`src/rtl/mem_ctrl_pkg.sv`:
```
// rtl/mem_ctrl_pkg.sv - shared widths, FSM states and request record for the memory request sequencer
package mem_ctrl_pkg;
    localparam int ADDR_W = 12;
    localparam int DATA_W = 8;
    localparam int BANK_W = 2;
    localparam int WORD_W = ADDR_W - BANK_W;

    typedef enum logic [2:0] {IDLE, WR, RD, RSP, CLR, GAP} state_t;

    typedef struct packed {
        logic              wr;
        logic [ADDR_W-1:0] addr;
        logic [DATA_W-1:0] wdata;
    } req_t;
endpackage

```
`src/rtl/mem_req_ctrl_if.sv`:
```
// rtl/mem_req_ctrl_if.sv - request, response and macro pin bundle of the memory request sequencer
interface mem_req_ctrl_if;
    import mem_ctrl_pkg::*;

    logic              req_valid;
    logic              req_ready;
    logic              req_wr;
    logic [ADDR_W-1:0] req_addr;
    logic [DATA_W-1:0] req_wdata;
    logic              clear_req;
    logic              rsp_valid;
    logic              rsp_ready;
    logic [DATA_W-1:0] rsp_data;
    logic [ADDR_W-1:0] rsp_addr;
    logic              busy;
    logic              mem_cen;
    logic              mem_rd;
    logic              mem_wr;
    logic              mem_rst;
    logic [ADDR_W-1:0] mem_add;
    logic [DATA_W-1:0] mem_din;
    logic [DATA_W-1:0] mem_dout;

    modport master (
        input  req_valid, req_wr, req_addr, req_wdata, clear_req, rsp_ready, mem_dout,
        output req_ready, rsp_valid, rsp_data, rsp_addr, busy,
               mem_cen, mem_rd, mem_wr, mem_rst, mem_add, mem_din
    );

    modport slave (
        output req_valid, req_wr, req_addr, req_wdata, clear_req, rsp_ready, mem_dout,
        input  req_ready, rsp_valid, rsp_data, rsp_addr, busy,
               mem_cen, mem_rd, mem_wr, mem_rst, mem_add, mem_din
    );
endinterface

```
`src/rtl/mem_req_fifo.sv`:
```
// rtl/mem_req_fifo.sv - DEPTH-entry synchronous request FIFO with full/empty flags
module mem_req_fifo
    import mem_ctrl_pkg::*;
#(
    parameter int DEPTH = 4
) (
    input  logic clk,
    input  logic rst_n,
    input  logic push,
    input  req_t din,
    input  logic pop,
    output req_t dout,
    output logic full,
    output logic empty
);
    localparam int PTR_W = $clog2(DEPTH);

    req_t             store [DEPTH];
    logic [PTR_W:0]   wr_ptr;
    logic [PTR_W:0]   rd_ptr;

    // Pointers carry one wrap bit so full and empty are distinguishable.
    always_ff @(posedge clk or negedge rst_n) begin
        if (!rst_n) begin
            wr_ptr <= '0;
            rd_ptr <= '0;
        end else begin
            if (push && !full) wr_ptr <= wr_ptr + 1'b1;
            if (pop && !empty) rd_ptr <= rd_ptr + 1'b1;
        end
    end

    always_ff @(posedge clk) begin
        if (push && !full) store[wr_ptr[PTR_W-1:0]] <= din;
    end

    assign dout  = store[rd_ptr[PTR_W-1:0]];
    assign empty = (wr_ptr == rd_ptr);
    assign full  = (wr_ptr[PTR_W] != rd_ptr[PTR_W]) &&
                   (wr_ptr[PTR_W-1:0] == rd_ptr[PTR_W-1:0]);
endmodule

```
`src/rtl/mem_req_ctrl.sv`:
```
// rtl/mem_req_ctrl.sv - sequences queued read/write/clear requests onto the 4-bank memory macro pins
module mem_req_ctrl
    import mem_ctrl_pkg::*;
#(
    parameter int DEPTH   = 4,
    parameter int RD_LAT  = 3,
    parameter int WR_CYC  = 2,
    parameter int CLR_CYC = 2
) (
    input  logic           clk,
    input  logic           rst_n,
    mem_req_ctrl_if.master bus
);
    localparam int MAX_A   = (RD_LAT > WR_CYC) ? RD_LAT : WR_CYC;
    localparam int MAX_CYC = (MAX_A > CLR_CYC) ? MAX_A : CLR_CYC;
    localparam int CNT_W   = $clog2(MAX_CYC + 1);

    state_t            state, state_n;
    logic [CNT_W-1:0]  cnt;
    logic              run_q;
    logic              head_seen;
    logic              clr_pend;
    logic              clr_take;
    logic              pop;
    logic              push;
    logic              full;
    logic              empty;
    req_t              in_req;
    req_t              head;
    logic [ADDR_W-1:0] add_q;
    logic [DATA_W-1:0] din_q;
    logic [DATA_W-1:0] rsp_data_q;
    logic [ADDR_W-1:0] rsp_addr_q;

    assign push   = bus.req_valid && bus.req_ready;
    assign in_req = '{wr: bus.req_wr, addr: bus.req_addr, wdata: bus.req_wdata};

    mem_req_fifo #(.DEPTH(DEPTH)) u_fifo (
        .clk   (clk),
        .rst_n (rst_n),
        .push  (push),
        .din   (in_req),
        .pop   (pop),
        .dout  (head),
        .full  (full),
        .empty (empty)
    );

    always_comb begin
        state_n  = state;
        pop      = 1'b0;
        clr_take = 1'b0;
        unique case (state)
            IDLE: begin
                if (clr_pend) begin
                    state_n  = CLR;
                    clr_take = 1'b1;
                end else if (head_seen && !empty) begin
                    pop     = 1'b1;
                    state_n = head.wr ? WR : RD;
                end
            end
            WR:      if (cnt == CNT_W'(WR_CYC - 1))  state_n = GAP;
            RD:      if (cnt == CNT_W'(RD_LAT - 1))  state_n = RSP;
            RSP:     if (bus.rsp_ready)              state_n = GAP;
            CLR:     if (cnt == CNT_W'(CLR_CYC - 1)) state_n = GAP;
            GAP:     state_n = IDLE;
            default: state_n = IDLE;
        endcase
    end

    // The hold counter restarts on every state change; it is only compared in WR/RD/CLR.
    always_ff @(posedge clk or negedge rst_n) begin
        if (!rst_n) begin
            state     <= IDLE;
            cnt       <= '0;
            run_q     <= 1'b0;
            head_seen <= 1'b0;
            clr_pend  <= 1'b0;
        end else begin
            state     <= state_n;
            cnt       <= (state_n != state) ? '0 : cnt + 1'b1;
            run_q     <= 1'b1;
            head_seen <= !empty;
            if (bus.clear_req)  clr_pend <= 1'b1;
            else if (clr_take)  clr_pend <= 1'b0;
        end
    end

    // A newly written entry becomes visible to IDLE one cycle after the FIFO reports it.
    always_ff @(posedge clk or negedge rst_n) begin
        if (!rst_n) begin
            add_q      <= '0;
            din_q      <= '0;
            rsp_data_q <= '0;
            rsp_addr_q <= '0;
        end else begin
            if (pop) begin
                add_q <= head.addr;
                din_q <= head.wdata;
            end
            if (state == RD && state_n == RSP) begin
                rsp_data_q <= bus.mem_dout;
                rsp_addr_q <= add_q;
            end
        end
    end

    assign bus.req_ready = run_q && !full;
    assign bus.rsp_valid = (state == RSP);
    assign bus.rsp_data  = rsp_data_q;
    assign bus.rsp_addr  = rsp_addr_q;
    assign bus.busy      = (state != IDLE) || !empty || clr_pend;
    assign bus.mem_cen   = !((state == WR) || (state == RD));
    assign bus.mem_wr    = (state == WR);
    assign bus.mem_rd    = (state == RD);
    assign bus.mem_rst   = (state == CLR);
    assign bus.mem_add   = add_q;
    assign bus.mem_din   = din_q;
endmodule

```
`src/flat_wrapper.sv`:
```
// flat-port wrapper written by rule: the top's interface ports become plain ports
module mem_req_ctrl_flat import mem_ctrl_pkg::*;
#(
    parameter int DEPTH   = 4,
    parameter int RD_LAT  = 3,
    parameter int WR_CYC  = 2,
    parameter int CLR_CYC = 2
)
  (clk, rst_n, bus_req_valid, bus_req_wr, bus_req_addr, bus_req_wdata, bus_clear_req, bus_rsp_ready, bus_mem_dout, bus_req_ready, bus_rsp_valid, bus_rsp_data, bus_rsp_addr, bus_busy, bus_mem_cen, bus_mem_rd, bus_mem_wr, bus_mem_rst, bus_mem_add, bus_mem_din);
  mem_req_ctrl_if bus_i ();
  input  logic clk;
  input  logic rst_n;
  input wire logic [$bits(bus_i.req_valid)-1:0] bus_req_valid;
  input wire logic [$bits(bus_i.req_wr)-1:0] bus_req_wr;
  input wire logic [$bits(bus_i.req_addr)-1:0] bus_req_addr;
  input wire logic [$bits(bus_i.req_wdata)-1:0] bus_req_wdata;
  input wire logic [$bits(bus_i.clear_req)-1:0] bus_clear_req;
  input wire logic [$bits(bus_i.rsp_ready)-1:0] bus_rsp_ready;
  input wire logic [$bits(bus_i.mem_dout)-1:0] bus_mem_dout;
  output wire logic [$bits(bus_i.req_ready)-1:0] bus_req_ready;
  output wire logic [$bits(bus_i.rsp_valid)-1:0] bus_rsp_valid;
  output wire logic [$bits(bus_i.rsp_data)-1:0] bus_rsp_data;
  output wire logic [$bits(bus_i.rsp_addr)-1:0] bus_rsp_addr;
  output wire logic [$bits(bus_i.busy)-1:0] bus_busy;
  output wire logic [$bits(bus_i.mem_cen)-1:0] bus_mem_cen;
  output wire logic [$bits(bus_i.mem_rd)-1:0] bus_mem_rd;
  output wire logic [$bits(bus_i.mem_wr)-1:0] bus_mem_wr;
  output wire logic [$bits(bus_i.mem_rst)-1:0] bus_mem_rst;
  output wire logic [$bits(bus_i.mem_add)-1:0] bus_mem_add;
  output wire logic [$bits(bus_i.mem_din)-1:0] bus_mem_din;
  assign bus_i.req_valid = bus_req_valid;
  assign bus_i.req_wr = bus_req_wr;
  assign bus_i.req_addr = bus_req_addr;
  assign bus_i.req_wdata = bus_req_wdata;
  assign bus_i.clear_req = bus_clear_req;
  assign bus_i.rsp_ready = bus_rsp_ready;
  assign bus_i.mem_dout = bus_mem_dout;
  assign bus_req_ready = bus_i.req_ready;
  assign bus_rsp_valid = bus_i.rsp_valid;
  assign bus_rsp_data = bus_i.rsp_data;
  assign bus_rsp_addr = bus_i.rsp_addr;
  assign bus_busy = bus_i.busy;
  assign bus_mem_cen = bus_i.mem_cen;
  assign bus_mem_rd = bus_i.mem_rd;
  assign bus_mem_wr = bus_i.mem_wr;
  assign bus_mem_rst = bus_i.mem_rst;
  assign bus_mem_add = bus_i.mem_add;
  assign bus_mem_din = bus_i.mem_din;
  mem_req_ctrl #(.DEPTH(DEPTH), .RD_LAT(RD_LAT), .WR_CYC(WR_CYC), .CLR_CYC(CLR_CYC)) u_core (.clk(clk), .rst_n(rst_n), .bus(bus_i));
endmodule
```
`config.mk`:
```
export PLATFORM = sky130hd
export DESIGN_NAME = mem_req_ctrl_flat
export DESIGN_NICKNAME = d
export VERILOG_FILES = /design/src/rtl/mem_ctrl_pkg.sv /design/src/rtl/mem_req_ctrl_if.sv /design/src/rtl/mem_req_fifo.sv /design/src/rtl/mem_req_ctrl.sv /design/src/flat_wrapper.sv
export SDC_FILE = /design/constraint.sdc
export NUM_CORES = 1
export LEC_CHECK = 0
export CORE_MARGIN = 2
export CORE_UTILIZATION = 38
export DETAILED_ROUTE_END_ITERATION = 16
export HOLD_SLACK_MARGIN = 0.12
export PLACE_DENSITY = 0.66
export SYNTH_ARGS = -nofsm -noshare
export SYNTH_HDL_FRONTEND = slang
export SYNTH_SLANG_ARGS = --single-unit
```
`constraint.sdc`:
```
create_clock -name clk -period 3.6 [get_ports clk]
set_input_delay 0.72 -clock clk [delete_from_list [all_inputs] [get_ports clk]]
set_output_delay 0.72 -clock clk [all_outputs]
set_load 0.05 [all_outputs]
```
==> metrics <==
outcome finished clean; setup violators final 0; Distinct cells, synth 38; Final Skew 0.00655 ns; multi-input logic area roughly 0.0014 mm2; Synth Cell Area between 0.005 and 0.006 mm2; final hold slack 0.355 ns; setup_tns 0 ns; Storage cell area a little under 0.004 mm2; Post-Synthesis Cells 280; total global routing overflow 0; Clock Root Buffer clkbuf_16; final RePlAce weighted congestion 0.712; top_reg_cell synth edfxtp_1; vias per inst roughly 5; Avg Cell Area, Syn roughly 19 um2; site row count 43; synthesis-stage register bit count approximately 140; post_cts resized 0; worst r2r src u_core.u_fifo.rd_ptr[0]; total CTS buffers 17; WL per Instance about 17 um; final period demand of the worst path about 3 ns; # DRC 0; Synth area leaders edfxtp_1, dfrtp_1, mux4_2; most common cell in the netlist edfxtp_1; Rel. slew slack a little under a third; top cells by count, synth edfxtp_1, dfrtp_1, mux2_2; IO Port Bufs 80; Initial Util about two fifths; largest net degree at the start of global routing 29; Initial DRC Count around 140; first-pass GRT wire length 15100 um; Worst-Margin Slew 1.04 ns; DRT antenna net count 0; Async SR Flop Fraction approximately 40%; CP Max Fanout 12; Final Util 50.1%; first-pass iteration count of the detailed router 4; worst setup path start u_core.u_fifo.rd_ptr[1]; postcts setup bufs 0; syn_nets around 320; pwr/cell area approximately 800 mW/mm2; Adder-Cell Fraction of Synth Area 1.62%; Max Buffers Root-to-Sink 2; mux contribution to synthesized area around 18%; slowest CP cell clkdlybuf4s50_1; Post-Synth XOR/XNOR Area under 10%; chip height between 100 and 150 um; largest family of logic cells by synthesized area multiplexers; drt total wl a little under 10000 um; Die Wd about 120 um; Worst Setup Start Kind register; clk slew on worst S/H paths ~0.06 ns; Required @ worst endpoint 2.88 ns; WS Path Type reg2out; Compound-Gate Fraction of Synth Area roughly 2.1%; Worst EP arrival roughly 2.3 ns; Final Hold Violating Endpoints 0; synth-to-layout area growth 29.0%; share of cells above drive strength 1 25.6%; Final Cycle Share between 80 and 90%; via count ~2.8k; clock sink count around 140; io pins just over 80; post-synth top area share a little under half; core region area between 0.01 and 0.015 mm2; unrepaired setup endpoints after global routing no; total track usage 13.8%; sequential share of the synthesized area between 70% and 80%; diodes inserted 0; Pleak 2.59 nW; Setup crit end kind output pin; Max Freq between 300 and 400 MHz; H-Tree Depth 4; vias in the first global route between 2k and 3k; Synth Area in Simple Gates roughly 2.6%; Buf+Inv Stages, Crit Path 1; clk_lat worst skew ~0.41 ns; HPWL Detailed around 6400 um; CP peak stage delay approximately 0.8 ns; area leader, netlist edfxtp_1; Hold Buf Count CTS 0; delay-heaviest family, CP buffers and inverters; EDFF count, synth 84; Slew Limit Fails 0; VDD IR max between 0.3 and 0.4 mV; Yosys warning total 0; Die ar. roughly 0.015 mm2; Fillers between 1k and 1.5k; initial antenna violation count 0; Hold WC Path Type in2async; Max Cap Violations 0; TritonCTS clock tree built; critical path cell sequence xor2_2, o31a_1, clkdlybuf4s50_1; nets about 410
[final cells by class]
class / count / share of cell area (%)
clock inverters: 13 / 1.57
repair buffers: 88 / 12.5
inverters: 6 / 0.324
multi-input cells: 122 / 20.5
well taps: 180 / 3.24
flip-flops and latches: 138 / 55.7
clock buffers: 19 / 6.23
[per-stage QoR]
step                      std cells  cell area (um2)  setup WS [ns]  power (mW)
after global placement          534             6410          0.813        3.88
after global routing            566             6950          0.448        5.73
after floorplan                 280             5390          0.547        3.37
final                           566             6950          0.535        5.46
after detailed placement        534             6410          0.774        3.92
after CTS                       566             6950          0.489        5.52
[cells by family (layout without fill, tap and decap cells)]
group                      after synthesis  in the layout
other                                    1              1
DFF                                    138            138
buffers and inverters                   20            126
and+or+nand+nor                         25             25
xor gates and xnor gates                11             11
adders and majority gates                7              7
AOI/OAI and AO/OA                       14             14
muxes                                   64             64
[report_power, final]
part	internal, mW	leakage, nW	switching, mW
clock	0.996	0.263	0.598
combinational	0.716	0.865	0.974
sequential	1.98	1.46	0.196
[metal layers]
| metal | vias up | wire [um] | track usage [%] |
|---|---|---|---|
| met2 | 65 | 4840 | 23.0 |
| met4 | 0 | 169 | 6.39 |
| met5 | - | 0 | 0 |
| met3 | 12 | 436 | 4.20 |
| met1 | 1409 | 4210 | 16.6 |
| li1 | 1266 | - | - |
[path summary, 6_finish.rpt]
kind,cells past startpoint,slack (ns),to
max,3,0.54,bus_req_ready
min,1,0.35,u_core.bus.mem_add[9]
max reg2reg,5,1.03,u_core.u_fifo.store[0][4]
min reg2reg,1,0.47,u_core.cnt[0]
max in group asynchronous,2,2.40,u_core.u_fifo.rd_ptr[0]
min in group clk,1,0.47,u_core.cnt[0]
[state kept, by name, summed over array words and instances (netlist names)]
signal                cells
u_core.cnt                2
u_core.bus.mem_din        8
u_core.clr_pend           1
u_core.bus.mem_add       12
u_core.u_fifo.wr_ptr      3
u_core.u_fifo.store      84
u_core.bus.rsp_data       8
u_core.run_q              1
u_core.head_seen          1
u_core.state              3
u_core.u_fifo.rd_ptr      3
u_core.bus.rsp_addr      12
[cell usage in the layout, fill, tap and decap left out, types with 3 or more instances in the layout]
master           instances
edfxtp_1                84
clkdlybuf4s50_1         78
dfrtp_1                 53
mux2_2                  40
mux4_2                  21
clkbuf_16               17
buf_4                    8
ha_1                     7
clkinv_1                 7
inv_1                    6
xnor2_1                  6
nor2_1                   5
and2_1                   5
nand2b_1                 4
xor2_1                   4
nor4_1                   3
clkinv_2                 3
[worst reg2reg max path, delay by kind of cell (launching register included)]
kind	cells	cell delay, ns
AND/OR/NAND/NOR	1	0.49
flip-flops	1	0.36
XOR/XNOR	1	0.25
AO/OA/AOI/OAI	1	0.42
buffers and inverters	2	0.74
(Power assumes the default switching activity.)
